--- src/rtl/mst_bus_arbiter_pkg.sv ---
// Shared definitions for the two-master bus arbiter.
//   ADDR_W / DATA_W : slave bus address and write-data widths
//   CNT_W           : width of the optional grant timeout counter
//   arb_state_e     : arbiter FSM state encoding (ARB_IDLE, ARB_GNT_M0, ARB_GNT_M1)
//   owner_e         : identifies the master that was granted most recently
package mst_bus_arbiter_pkg;

  localparam int ADDR_W = 8;
  localparam int DATA_W = 8;
  localparam int CNT_W  = 8;

  typedef enum logic [1:0] {
    ARB_IDLE   = 2'b00,
    ARB_GNT_M0 = 2'b01,
    ARB_GNT_M1 = 2'b10
  } arb_state_e;

  typedef enum logic {
    OWNER_M0 = 1'b0,
    OWNER_M1 = 1'b1
  } owner_e;

endpackage

--- src/rtl/mst_bus_arbiter_if.sv ---
// Bus bundle between two masters (m0 = CPU, m1 = DMA), the arbiter and the
// shared slave side.
//   mX_bus_req / mX_bus_grant     : request from / grant to master X
//   mX_mst2slv_addr/_data/_wr/_rd : master X address, write data, strobes
//   s_mst2slv_addr/_data/_wr/_rd  : arbitrated bus towards the slaves
//   arb_owner                     : one-hot owner {m1,m0}, 2'b00 when idle
// Modports:
//   slave  : the arbiter's view (serves the masters, drives the slave bus)
//   master : the masters' / environment view
interface mst_bus_arbiter_if;
  import mst_bus_arbiter_pkg::*;

  logic              m0_bus_req;
  logic              m0_bus_grant;
  logic [ADDR_W-1:0] m0_mst2slv_addr;
  logic [DATA_W-1:0] m0_mst2slv_data;
  logic              m0_mst2slv_wr;
  logic              m0_mst2slv_rd;

  logic              m1_bus_req;
  logic              m1_bus_grant;
  logic [ADDR_W-1:0] m1_mst2slv_addr;
  logic [DATA_W-1:0] m1_mst2slv_data;
  logic              m1_mst2slv_wr;
  logic              m1_mst2slv_rd;

  logic [ADDR_W-1:0] s_mst2slv_addr;
  logic [DATA_W-1:0] s_mst2slv_data;
  logic              s_mst2slv_wr;
  logic              s_mst2slv_rd;
  logic [1:0]        arb_owner;

  modport slave (
    input  m0_bus_req, m0_mst2slv_addr, m0_mst2slv_data, m0_mst2slv_wr, m0_mst2slv_rd,
    input  m1_bus_req, m1_mst2slv_addr, m1_mst2slv_data, m1_mst2slv_wr, m1_mst2slv_rd,
    output m0_bus_grant, m1_bus_grant,
    output s_mst2slv_addr, s_mst2slv_data, s_mst2slv_wr, s_mst2slv_rd, arb_owner
  );

  modport master (
    output m0_bus_req, m0_mst2slv_addr, m0_mst2slv_data, m0_mst2slv_wr, m0_mst2slv_rd,
    output m1_bus_req, m1_mst2slv_addr, m1_mst2slv_data, m1_mst2slv_wr, m1_mst2slv_rd,
    input  m0_bus_grant, m1_bus_grant,
    input  s_mst2slv_addr, s_mst2slv_data, s_mst2slv_wr, s_mst2slv_rd, arb_owner
  );

endinterface

--- src/rtl/mst_bus_arbiter.sv ---
// Two-master bus arbiter with fair tie-breaking and optional grant timeout.
// Ports:
//   clk : clock, all state changes on the rising edge
//   rst : asynchronous, active-low reset
//   bus : mst_bus_arbiter_if.slave bundle (requests, grants, slave bus, owner)
// Parameter:
//   TIMEOUT_CYCLES : max continuous grant cycles while the other master
//                    requests; only used when MST_BUS_ARB_TIMEOUT_EN is defined.
// Build option:
//   MST_BUS_ARB_TIMEOUT_EN : adds an 8-bit counter that pre-empts a master
//                            holding the bus while the other one waits.
module mst_bus_arbiter
  import mst_bus_arbiter_pkg::*;
#(
  parameter int TIMEOUT_CYCLES = 64
) (
  input logic             clk,
  input logic             rst,
  mst_bus_arbiter_if.slave bus
);

  arb_state_e state;
  arb_state_e state_nxt;
  owner_e     last_owner;
  logic       preempt;

  // State register; grants decode directly from it so reset drops them at once.
  always_ff @(posedge clk or negedge rst) begin
    if (!rst) begin
      state <= ARB_IDLE;
    end else begin
      state <= state_nxt;
    end
  end

  // Last owner starts as m1 so that m0 wins the first tie after reset.
  always_ff @(posedge clk or negedge rst) begin
    if (!rst) begin
      last_owner <= OWNER_M1;
    end else if (state_nxt == ARB_GNT_M0 && state != ARB_GNT_M0) begin
      last_owner <= OWNER_M0;
    end else if (state_nxt == ARB_GNT_M1 && state != ARB_GNT_M1) begin
      last_owner <= OWNER_M1;
    end
  end

`ifdef MST_BUS_ARB_TIMEOUT_EN
  localparam logic [CNT_W-1:0] TO_LAST = CNT_W'(TIMEOUT_CYCLES - 1);

  logic [CNT_W-1:0] to_cnt;
  logic             other_req;

  always_comb begin
    other_req = 1'b0;
    if (state == ARB_GNT_M0) other_req = bus.m1_bus_req;
    if (state == ARB_GNT_M1) other_req = bus.m0_bus_req;
  end

  // Counts only while the owner keeps the bus and the other master waits.
  always_ff @(posedge clk or negedge rst) begin
    if (!rst) begin
      to_cnt <= '0;
    end else if (state_nxt != state || !other_req) begin
      to_cnt <= '0;
    end else begin
      to_cnt <= to_cnt + 1'b1;
    end
  end

  assign preempt = other_req && (to_cnt == TO_LAST);
`else
  logic unused_timeout_cfg;
  assign unused_timeout_cfg = (TIMEOUT_CYCLES != 0);
  assign preempt = 1'b0;
`endif

  // Next-state logic.
  always_comb begin
    state_nxt = state;
    case (state)
      ARB_IDLE: begin
        if (bus.m0_bus_req && bus.m1_bus_req) begin
          state_nxt = (last_owner == OWNER_M1) ? ARB_GNT_M0 : ARB_GNT_M1;
        end else if (bus.m0_bus_req) begin
          state_nxt = ARB_GNT_M0;
        end else if (bus.m1_bus_req) begin
          state_nxt = ARB_GNT_M1;
        end
      end
      ARB_GNT_M0: begin
        if (!bus.m0_bus_req) begin
          state_nxt = bus.m1_bus_req ? ARB_GNT_M1 : ARB_IDLE;
        end else if (preempt) begin
          state_nxt = ARB_GNT_M1;
        end
      end
      ARB_GNT_M1: begin
        if (!bus.m1_bus_req) begin
          state_nxt = bus.m0_bus_req ? ARB_GNT_M0 : ARB_IDLE;
        end else if (preempt) begin
          state_nxt = ARB_GNT_M0;
        end
      end
      default: state_nxt = ARB_IDLE;
    endcase
  end

  // Outputs: grants and the slave-side mux, all decoded from the registered state.
  always_comb begin
    bus.m0_bus_grant   = 1'b0;
    bus.m1_bus_grant   = 1'b0;
    bus.s_mst2slv_addr = '0;
    bus.s_mst2slv_data = '0;
    bus.s_mst2slv_wr   = 1'b0;
    bus.s_mst2slv_rd   = 1'b0;
    case (state)
      ARB_GNT_M0: begin
        bus.m0_bus_grant   = 1'b1;
        bus.s_mst2slv_addr = bus.m0_mst2slv_addr;
        bus.s_mst2slv_data = bus.m0_mst2slv_data;
        bus.s_mst2slv_wr   = bus.m0_mst2slv_wr;
        bus.s_mst2slv_rd   = bus.m0_mst2slv_rd;
      end
      ARB_GNT_M1: begin
        bus.m1_bus_grant   = 1'b1;
        bus.s_mst2slv_addr = bus.m1_mst2slv_addr;
        bus.s_mst2slv_data = bus.m1_mst2slv_data;
        bus.s_mst2slv_wr   = bus.m1_mst2slv_wr;
        bus.s_mst2slv_rd   = bus.m1_mst2slv_rd;
      end
      default: ;
    endcase
    bus.arb_owner = {bus.m1_bus_grant, bus.m0_bus_grant};
  end

endmodule
--- src/flat_wrapper.sv ---
// flat-port wrapper written by rule: the top's interface ports become plain ports
module mst_bus_arbiter_flat import mst_bus_arbiter_pkg::*;
#(
  parameter int TIMEOUT_CYCLES = 64
)
  (clk, rst, bus_m0_bus_req, bus_m0_mst2slv_addr, bus_m0_mst2slv_data, bus_m0_mst2slv_wr, bus_m0_mst2slv_rd, bus_m1_bus_req, bus_m1_mst2slv_addr, bus_m1_mst2slv_data, bus_m1_mst2slv_wr, bus_m1_mst2slv_rd, bus_m0_bus_grant, bus_m1_bus_grant, bus_s_mst2slv_addr, bus_s_mst2slv_data, bus_s_mst2slv_wr, bus_s_mst2slv_rd, bus_arb_owner);
  mst_bus_arbiter_if bus_i ();
  input logic clk;
  input logic rst;
  input wire logic [$bits(bus_i.m0_bus_req)-1:0] bus_m0_bus_req;
  input wire logic [$bits(bus_i.m0_mst2slv_addr)-1:0] bus_m0_mst2slv_addr;
  input wire logic [$bits(bus_i.m0_mst2slv_data)-1:0] bus_m0_mst2slv_data;
  input wire logic [$bits(bus_i.m0_mst2slv_wr)-1:0] bus_m0_mst2slv_wr;
  input wire logic [$bits(bus_i.m0_mst2slv_rd)-1:0] bus_m0_mst2slv_rd;
  input wire logic [$bits(bus_i.m1_bus_req)-1:0] bus_m1_bus_req;
  input wire logic [$bits(bus_i.m1_mst2slv_addr)-1:0] bus_m1_mst2slv_addr;
  input wire logic [$bits(bus_i.m1_mst2slv_data)-1:0] bus_m1_mst2slv_data;
  input wire logic [$bits(bus_i.m1_mst2slv_wr)-1:0] bus_m1_mst2slv_wr;
  input wire logic [$bits(bus_i.m1_mst2slv_rd)-1:0] bus_m1_mst2slv_rd;
  output wire logic [$bits(bus_i.m0_bus_grant)-1:0] bus_m0_bus_grant;
  output wire logic [$bits(bus_i.m1_bus_grant)-1:0] bus_m1_bus_grant;
  output wire logic [$bits(bus_i.s_mst2slv_addr)-1:0] bus_s_mst2slv_addr;
  output wire logic [$bits(bus_i.s_mst2slv_data)-1:0] bus_s_mst2slv_data;
  output wire logic [$bits(bus_i.s_mst2slv_wr)-1:0] bus_s_mst2slv_wr;
  output wire logic [$bits(bus_i.s_mst2slv_rd)-1:0] bus_s_mst2slv_rd;
  output wire logic [$bits(bus_i.arb_owner)-1:0] bus_arb_owner;
  assign bus_i.m0_bus_req = bus_m0_bus_req;
  assign bus_i.m0_mst2slv_addr = bus_m0_mst2slv_addr;
  assign bus_i.m0_mst2slv_data = bus_m0_mst2slv_data;
  assign bus_i.m0_mst2slv_wr = bus_m0_mst2slv_wr;
  assign bus_i.m0_mst2slv_rd = bus_m0_mst2slv_rd;
  assign bus_i.m1_bus_req = bus_m1_bus_req;
  assign bus_i.m1_mst2slv_addr = bus_m1_mst2slv_addr;
  assign bus_i.m1_mst2slv_data = bus_m1_mst2slv_data;
  assign bus_i.m1_mst2slv_wr = bus_m1_mst2slv_wr;
  assign bus_i.m1_mst2slv_rd = bus_m1_mst2slv_rd;
  assign bus_m0_bus_grant = bus_i.m0_bus_grant;
  assign bus_m1_bus_grant = bus_i.m1_bus_grant;
  assign bus_s_mst2slv_addr = bus_i.s_mst2slv_addr;
  assign bus_s_mst2slv_data = bus_i.s_mst2slv_data;
  assign bus_s_mst2slv_wr = bus_i.s_mst2slv_wr;
  assign bus_s_mst2slv_rd = bus_i.s_mst2slv_rd;
  assign bus_arb_owner = bus_i.arb_owner;
  mst_bus_arbiter #(.TIMEOUT_CYCLES(TIMEOUT_CYCLES)) u_core (.clk(clk), .rst(rst), .bus(bus_i));
endmodule
--- config.mk ---
export PLATFORM = sky130hd
export DESIGN_NAME = mst_bus_arbiter_flat
export DESIGN_NICKNAME = d
export VERILOG_FILES = /design/src/rtl/mst_bus_arbiter_pkg.sv /design/src/rtl/mst_bus_arbiter_if.sv /design/src/rtl/mst_bus_arbiter.sv /design/src/flat_wrapper.sv
export SDC_FILE = /design/constraint.sdc
export NUM_CORES = 1
export LEC_CHECK = 0
export BUFFER_PORTS_ARGS = -buffer_cell sky130_fd_sc_hd__buf_2
export CAP_MARGIN = 20
export CORE_MARGIN = 3
export CORE_UTILIZATION = 34
export CTS_CLUSTER_DIAMETER = 50
export CTS_CLUSTER_SIZE = 30
export DETAILED_ROUTE_END_ITERATION = 16
export PLACE_DENSITY = 0.86
export SYNTH_ARGS = -nofsm -noshare
export SYNTH_HDL_FRONTEND = slang
export SYNTH_SLANG_ARGS = --single-unit
--- constraint.sdc ---
create_clock -name clk -period 1.7 [get_ports clk]
set_clock_uncertainty 0.2 [all_clocks]
set_input_delay 0.255 -clock clk [delete_from_list [all_inputs] [get_ports clk]]
set_output_delay 0.255 -clock clk [all_outputs]
set_load 0.01 [all_outputs]
# After elaboration in Yosys (flattened, before gate mapping)
# Cells that the tools add are included.
# totals
ff_bits	3
latchBits	0
mem_bits_rw	0
mem_bits_ro	0
in_bits	40
output_inout_bits	22
word_cells	30
n_memories	0
# op_classes
addsub	0
mul	0
div_mod_pow	0
n_lt_le_gt_ge	0
n_eq_ne	6
n_shift	0
n_mux	17
n_bitwise	0
n_reduce_logical	5
# op_table
cell	n
$pmux W8 S2	2
$mux W2	7
$pmux W2 S3	1
$mux W1	5
$eq A2 B1 Y1 const B	2
$eq A2 B2 Y1 const B	2
$pmux W1 S2	2
$logic_and A1 B1 Y1	3
$logic_not A2 Y1	1
$ne A2 B1 Y1 const B	1
$ne A2 B2 Y1 const B	1
$reduce_bool A2 Y1	1

# Longest topological paths before layout
# Gate-level depths: netlist of the first run.
# logic_depth
depth_word	8
mapped_depth	6
mapped_depth_nobuf	6

# Worst setup path after synthesis of the first run
# Ideal clock, no wire load.
# synth_timing
path_kind	register to output
from	register u_core.state[0]
to	output bus_s_mst2slv_addr[5]
arrival_ns	1.356
required_time_ns	1.245
setup_slack_ns	-0.111
path_stages_with_launch	6
path_buffers	1
cell_sequence	dfrtp_1 -> inv_1 -> ha_1 -> clkbuf_1 -> a22oi_1 -> nor2b_1
# synth_between
elab_chain_cells	2
word_cells_on_any_way	3
classes_between	2 x eq/ne; 1 x mux
# synth_rtl
item	line	text
start, declared	mst_bus_arbiter.sv:22	arb_state_e state;
start signal, assigned	mst_bus_arbiter.sv:32	state <= state_nxt;
$eq A2 B2 Y1 or $eq A2 B1 Y1 (tied branches)	mst_bus_arbiter.sv:116	case (state)
$pmux W8 S2 *	mst_bus_arbiter.sv:116	
end, declared	flat_wrapper.sv:22	output wire logic [$bits(bus_i.s_mst2slv_addr)-1:0] bus_s_mst2slv_addr;
# Mark *: on every way between the ends. The rest lies on a longest branch, timed or not.

# Worst setup path in the final report of the first run
# layout_timing
from	register u_core.state[1]
to	output bus_s_mst2slv_data[6]
# layout_between
elab_chain_cells	2
word_cells_on_any_way	3
classes_between	2 x eq/ne; 1 x mux
# layout_rtl
item	line	text
$eq A2 B2 Y1 or $eq A2 B1 Y1 (tied branches)	mst_bus_arbiter.sv:116	
$pmux W8 S2 *	mst_bus_arbiter.sv:116	
end, declared	flat_wrapper.sv:23	output wire logic [$bits(bus_i.s_mst2slv_data)-1:0] bus_s_mst2slv_data;
# Marked as above.

==> results of run 1 <==
cells by family after synthesis:
group           Yosys count  synth area share [%]
compound gates           26                  35.9
fa+ha+maj                 5                  10.8
buf+inv                  11                  9.03
flops                     3                  13.1
mux                       2                  4.52
simple gates             25                  26.7
power groups by stage:
stage                     sequential (mW)  clock, mW  combinational [mW]
final                               0.158      0.126                2.37
after global routing                0.161      0.140                2.49
after CTS                           0.146      0.127                1.94
after detailed placement            0.148          0                1.27
after global placement              0.143          0                1.23
after floorplan                     0.144          0               0.860
cell usage in the layout, fill, tap and decap left out, drive strengths merged:
cell and n:
buf 79, nor2b 19, a22oi 18, ha 5
clkbuf 4, inv 4, mux2 2, o21bai 2
dfrtp 2, nand2b 1, nand3 1, and2 1
o21ai 1, nand2 1, a31oi 1, a21boi 1
and3 1, a21o 1, nand3b 1, o31ai 1
o221ai 1, dlygate4sd3 1, dfstp 1
sequential cells by signal, summed over array words and instances, names as in the netlist:
register	flops
u_core.last_owner	1
u_core.state	2
final cells by class:
cell class	count	area [um^2]
clock buffer	4	26.3
fill	64	151
inverter	4	17.5
multi-input combinational	58	689
sequential	3	77.6
tap	16	20.0
timing repair buffer	80	577
layer usage:
metal  routed length (um)  global-route usage, %
met3                  226                   2.68
met2                 1670                   41.7
met4                  126                   10.5
met1                 1150                   29.4
met5                    0                      0
cell usage after synthesis, types with 2 or more instances:
cell                        n  area [um^2]
sky130_fd_sc_hd__clkbuf_1   4         15.0
sky130_fd_sc_hd__a22oi_1   18          135
sky130_fd_sc_hd__inv_1      4         15.0
sky130_fd_sc_hd__nor2b_1   19          119
sky130_fd_sc_hd__dfrtp_1    2         50.1
sky130_fd_sc_hd__buf_4      3         22.5
sky130_fd_sc_hd__ha_1       5         62.6
worst register-to-register path, stage by stage (launching register included):
cell and delay [ns]:
sky130_fd_sc_hd__dfrtp_1 0.39, sky130_fd_sc_hd__buf_4 0.15, sky130_fd_sc_hd__ha_4 0.17, sky130_fd_sc_hd__buf_6 0.14, sky130_fd_sc_hd__buf_4 0.14, sky130_fd_sc_hd__and3_1 0.15, sky130_fd_sc_hd__a21o_1 0.16, sky130_fd_sc_hd__o21bai_2 0.15
sky130_fd_sc_hd__o221ai_2 0.12
worst max path at each step:
stage          slack [ns]            start                    end  cells after the start
3_5_place_dp        -0.10  u_core.state[0]  bus_s_mst2slv_data[6]                      4
3_3_place_gp        -0.05  u_core.state[0]  bus_s_mst2slv_data[5]                      4
5_1_grt             -0.34  u_core.state[1]  bus_s_mst2slv_data[2]                      6
4_1_cts             -0.21  u_core.state[1]  bus_s_mst2slv_addr[4]                      6
2_1_floorplan        0.02  u_core.state[1]  bus_s_mst2slv_addr[5]                      4
6_report            -0.25  u_core.state[1]  bus_s_mst2slv_data[6]                      6
what timing repair did:
item,4_1_cts,5_1_grt
endpoints found under the setup margin,22,25
gates cloned,3,0
gates resized for setup,39,28
hold buffers,1,0
endpoints found under the hold margin,3,0
setup buffers,9,0
pin swaps,11,2
==> flow_metrics.tcl, run 1 <==
set metrics [dict create \
    switching_share_pct 41.4 \
    finalCriticalPeriod_ns 1.95 \
    crit_path_max_fanout 5 \
    timing.critical_path.slowest_cell_delay_ns 0.36 \
    globalplace.congestion 0.833 \
    synthToLayoutAreaGrowth_pct 142 \
    synth-seq-area-share_pct 13.1 \
    cts_tree "yes" \
    combinational_share_of_power_pct 89.3 \
    share_clk_of_total_power_pct 4.7 \
    synthesis.area_per_instance_um2 8.08 \
    synthesis.yosys.warnings 0 \
    worst_ep_required_time_ns 1.24 \
    p_leak_nw 0.675 \
    placedInstanceArea_um2 952 \
    finish.cell_count_without_fillers 165 \
    design_area_um2 1410 \
    final-setup-viol-count 22 \
    placedCellCount 148 \
    die_h_um 47.4 \
    tightestPinTransition_ns 0.322 \
    worst_setup_path_end_kind "primary output" \
    num_vias 938 \
    worst_hold_path_type "in -> async" \
    rsz0062_at_grt "true" \
    vias_in_the_first_global_route 871 \
    wire_length_of_the_first_global_routing_pass_mm 3.81 \
    detailedPlace.worstSlack_ns -0.104 \
    cap_violations 0 \
    power.net_switching_mw 1.10 \
    crit_chain "inv_2 > buf_6 > ha_4 > buf_6 > nor2b_2 > buf_2" \
    total_power_mw 2.65 \
    htreeDepth 1 \
    floorplan.rows 14 \
    slew_violations 0 \
    fin_ws_ns -0.250 \
    final_net_count 195 \
    start_util_pct 37.3 \
    postRouteAntennaNets 0 \
    path_common_cell "sky130_fd_sc_hd__buf_6" \
    antenna_cells_inserted 0 \
    timing.rr.start "u_core.state[1]" \
    timing.setup.critical_path_class "reg -> out" \
    cellInternalPower_mw 1.55 \
    failed_checks "setup timing" \
    gr-usage-all-layers_pct 24.1 \
    final-hold-violation-count 0 \
    layout-drive-gt1-share_pct 83.9 \
    clock_tree_sinks 3 \
    worstSkewPairLatency_ns 0.23 \
    die-area_um2 2240 \
    r2r_end "u_core.last_owner" \
    max-vdd-ir-drop_mv 1.21 \
    fin_hold_ws_ns 0.161 \
    grt_overflow 0 \
    fmaxAchievable_ghz 0.513 \
    post_synth_inst_count 72 \
    worstPathArrival_ns 1.50 \
    power.share.sequential_pct 6.0 \
    outcome "finished with violations" \
    critPathLaunchType "flop" \
    synthesis.area_um2 582 \
    route.detailed.vias_per_inst 5.68 \
    postSynthRegisterBits 3 \
    grt_start_max_net_pins 11 \
    boundaryPins 62 \
    detailed_place_hpwl_mm 1.60 \
    grt_antenna_before_repair 0 \
    wire_per_inst_um 19.2 \
    post-route-util_pct 90.3 \
    timing.reg2reg.setup_slack_ns -0.16 \
    net_count_after_synthesis 117 \
    worst_slew_margin_rel_pct 78.3 \
    ys_types 24 \
    cts_buffers 3 \
    critical-path-top-delay-family "buffers and inverters" \
    tns_ns -4.49 \
    wl_mm 3.17 \
    clkTransAtPathRegs_ns 0.04 \
    path_buf_inv 4 \
    detailedRoute.firstIterationViolations 15 \
    number_of_enable_flip_flop_cells_after_synthesis 0 \
    drt-pass1-iter-count 4 \
    timing.reg2reg.worst_path_depth 8 \
    ctsRootBufferMaster "sky130_fd_sc_hd__clkbuf_4" \
    async_reset_ff_share_pct 100 \
    placeableCoreArea_um2 1560 \
    postSynth.topFlopCell "sky130_fd_sc_hd__dfrtp_1" \
    horiz_die_dim_um 47.4 \
    layout_worst_path_cycle_share_pct 115 \
    power_density_nw_per_um2 1880 \
    numPortBuffers 61 \
    cpMaxStageDelayCell "sky130_fd_sc_hd__dfrtp_1" \
    drc 0 \
    clockBufferDepth 2 \
]
Note: power is estimated with default switching activity, not from simulation.
==> run 2: changes to the inputs <==
- TNS_END_PERCENT: default -> 20
==> run 2 against run 1 <==
Compared with the run above: the flow still finishes with violations (setup timing); register-to-register slack is essentially flat; final cell count shrank 3.6%; final area shrank 16%; wire length shrank 27%; sequential power is essentially flat; hold slack gained 0.051 ns; global-route usage shrank 7.1 points; critical endpoint is now bus_s_mst2slv_addr[5]; clock power shrank 6%; maximum frequency grew 0.97%; largest cell class unchanged; count of clock-buffer cells in the layout is the same; sequential cell count is the same; critical path depth is the same.
==> flow_metrics.tcl, run 2 (same netlist as run 1, synthesis figures left out) <==
set metrics [dict create \
    layout.area.seq_um2 77.6 \
    globalRouteMet2Util_pct 29.7 \
    synthToLayoutAreaGrowth_pct 103 \
    final-setup-viol-count 25 \
    slew_violations 0 \
    wire_per_inst_um 14.5 \
    postRouteAntennaNets 0 \
    fmaxAchievable_ghz 0.518 \
    fin_ws_ns -0.231 \
    wire_length_of_the_first_global_routing_pass_mm 2.75 \
    cap_violations 0 \
    p_leak_nw 0.583 \
    grt_start_max_net_pins 21 \
    outcome "finished with violations" \
    htreeDepth 1 \
    power_density_nw_per_um2 1640 \
    detailed_place_hpwl_mm 1.57 \
    critPathLaunchType "flop" \
    cts_tree "yes" \
    max-vdd-ir-drop_mv 0.980 \
    wl_mm 2.31 \
    path_buf_inv 3 \
    clock_tree_sinks 3 \
    drt-pass1-iter-count 4 \
    grt_overflow 0 \
    numPortBuffers 61 \
    globalplace.congestion 0.828 \
    horiz_die_dim_um 47.4 \
    worst_ep_required_time_ns 1.24 \
    fillers 108 \
    die_h_um 47.4 \
    worst_setup_path_end_kind "primary output" \
    route.detailed.vias_per_inst 5.13 \
    global_route.peak_usage_layer "met2" \
    die-area_um2 2240 \
    finalCriticalPeriod_ns 1.93 \
    floorplan.rows 14 \
    multiInputGateArea_um2 574 \
    tns_ns -3.69 \
    gr-usage-all-layers_pct 16.9 \
    grt_antenna_before_repair 0 \
    worstPathArrival_ns 1.48 \
    gr-usage-met1_pct 20.7 \
    timing.setup.critical_path_class "reg -> out" \
    critical-path-top-delay-family "flip-flops" \
    placeableCoreArea_um2 1560 \
    cpMaxStageDelayCell "sky130_fd_sc_hd__dfrtp_1" \
    worst_slew_margin_rel_pct 73.3 \
    globalRouteMet3Util_pct 2.30 \
    ctsRootBufferMaster "sky130_fd_sc_hd__clkbuf_4" \
    layout_worst_path_cycle_share_pct 114 \
    commonest_non_fill_non_tap_cell_in_the_layout "sky130_fd_sc_hd__buf_2" \
    rsz0062_at_grt "true" \
    clockBufferDepth 2 \
    boundaryPins 62 \
    top_registers "u_core.state (2), u_core.last_owner (1)" \
    worst_hold_path_type "in -> async" \
    vias_in_the_first_global_route 689 \
    final_net_count 189 \
    layout-drive-gt1-share_pct 74.1 \
    crit_chain "inv_2 > ha_4 > buf_12 > a22oi_2 > nor2b_2 > buf_2" \
    post-route-util_pct 75.8 \
    tightestPinTransition_ns 0.396 \
    clkTransAtPathRegs_ns 0.03 \
    crit_path_max_fanout 14 \
    start_util_pct 37.3 \
    mostFrequentLayoutCells "59 x sky130_fd_sc_hd__buf_2, 17 x sky130_fd_sc_hd__nor2b_1, 14 x sky130_fd_sc_hd__a22oi_2" \
    num_vias 816 \
    detailedRoute.firstIterationViolations 8 \
    largest_register_ffs 2 \
    timing.critical_path.slowest_cell_delay_ns 0.41 \
    final-hold-violation-count 0 \
    cts_buffers 3 \
    antenna_cells_inserted 0 \
    drc 0 \
    largest_register "u_core.state" \
    failed_checks "setup timing" \
    worstSkewPairLatency_ns 0.22 \
]
-- run 2: cell types whose count changed in the layout (fill, tap and decap cells not counted), sizes merged --
cell	delta
buf	-7
clkbuf	+1
-- run 2: per-layer routing --
layer | vias up | share of wire [%]
met2 | 44 | 53
met4 | 0 | 2.1
li1 | 407 | -
met5 | - | 0
met3 | 4 | 5.9
met1 | 361 | 39
-- run 2: power by group --
group	switching [mW]	total (mW)	internal (mW)
Combinational	0.759	1.66	0.902
Clock	0.0308	0.118	0.0876
Sequential	0.0388	0.155	0.116
Total	0.829	1.93	1.11
-- run 2: what timing repair did --
item / 4_1_cts / 5_1_grt
setup buffers: 2 / 2
endpoints found under the setup margin: 21 / 25
hold buffers: 1 / 0
cloned: 0 / 1
pin swaps: 0 / 3
resized for setup: 12 / 20
endpoints found under the hold margin: 3 / 0
-- run 2: worst paths after layout --
check,cells past startpoint,slack [ns],endpoint,startpoint
setup / recovery,6,-0.23,bus_s_mst2slv_addr[5],u_core.state[0]
max in group asynchronous,2,0.89,u_core.last_owner,rst
hold reg to reg,2,0.34,u_core.last_owner,u_core.last_owner
min in group clk,3,0.25,u_core.state[0],bus_m0_bus_req
hold / removal,2,0.21,u_core.state[0],rst
setup reg to reg,7,-0.15,u_core.last_owner,u_core.state[0]
-- run 2: final cells by class --
cell class | instances | share of cell area [%]
clock buffers | 4 | 2.22
inverters | 4 | 1.27
multi-input cells | 58 | 48.6
flip-flops and latches | 3 | 6.57
well taps | 16 | 1.69
repair buffers | 74 | 39.6
-- run 2: worst reg2reg max path, stage by stage, from the launching register on --
cell,delay (ns)
sky130_fd_sc_hd__dfrtp_1,0.42
sky130_fd_sc_hd__buf_4,0.16
sky130_fd_sc_hd__buf_4,0.13
sky130_fd_sc_hd__ha_1,0.20
sky130_fd_sc_hd__and2_2,0.20
sky130_fd_sc_hd__o21ai_2,0.15
sky130_fd_sc_hd__a31oi_2,0.14
sky130_fd_sc_hd__o221ai_2,0.18
-- run 2: per-stage QoR --
step	hold WS, ns	area (um^2)	instances	total power, mW	setup WS (ns)
after floorplan	-0.241	588	72	0.962	-0.0159
after global placement	-0.150	940	149	1.35	-0.0215
after detailed placement	-0.146	940	149	1.38	-0.0787
after CTS	0.147	1040	156	1.64	-0.188
after global routing	0.204	1180	159	2.07	-0.304
final	0.212	1180	159	1.93	-0.231
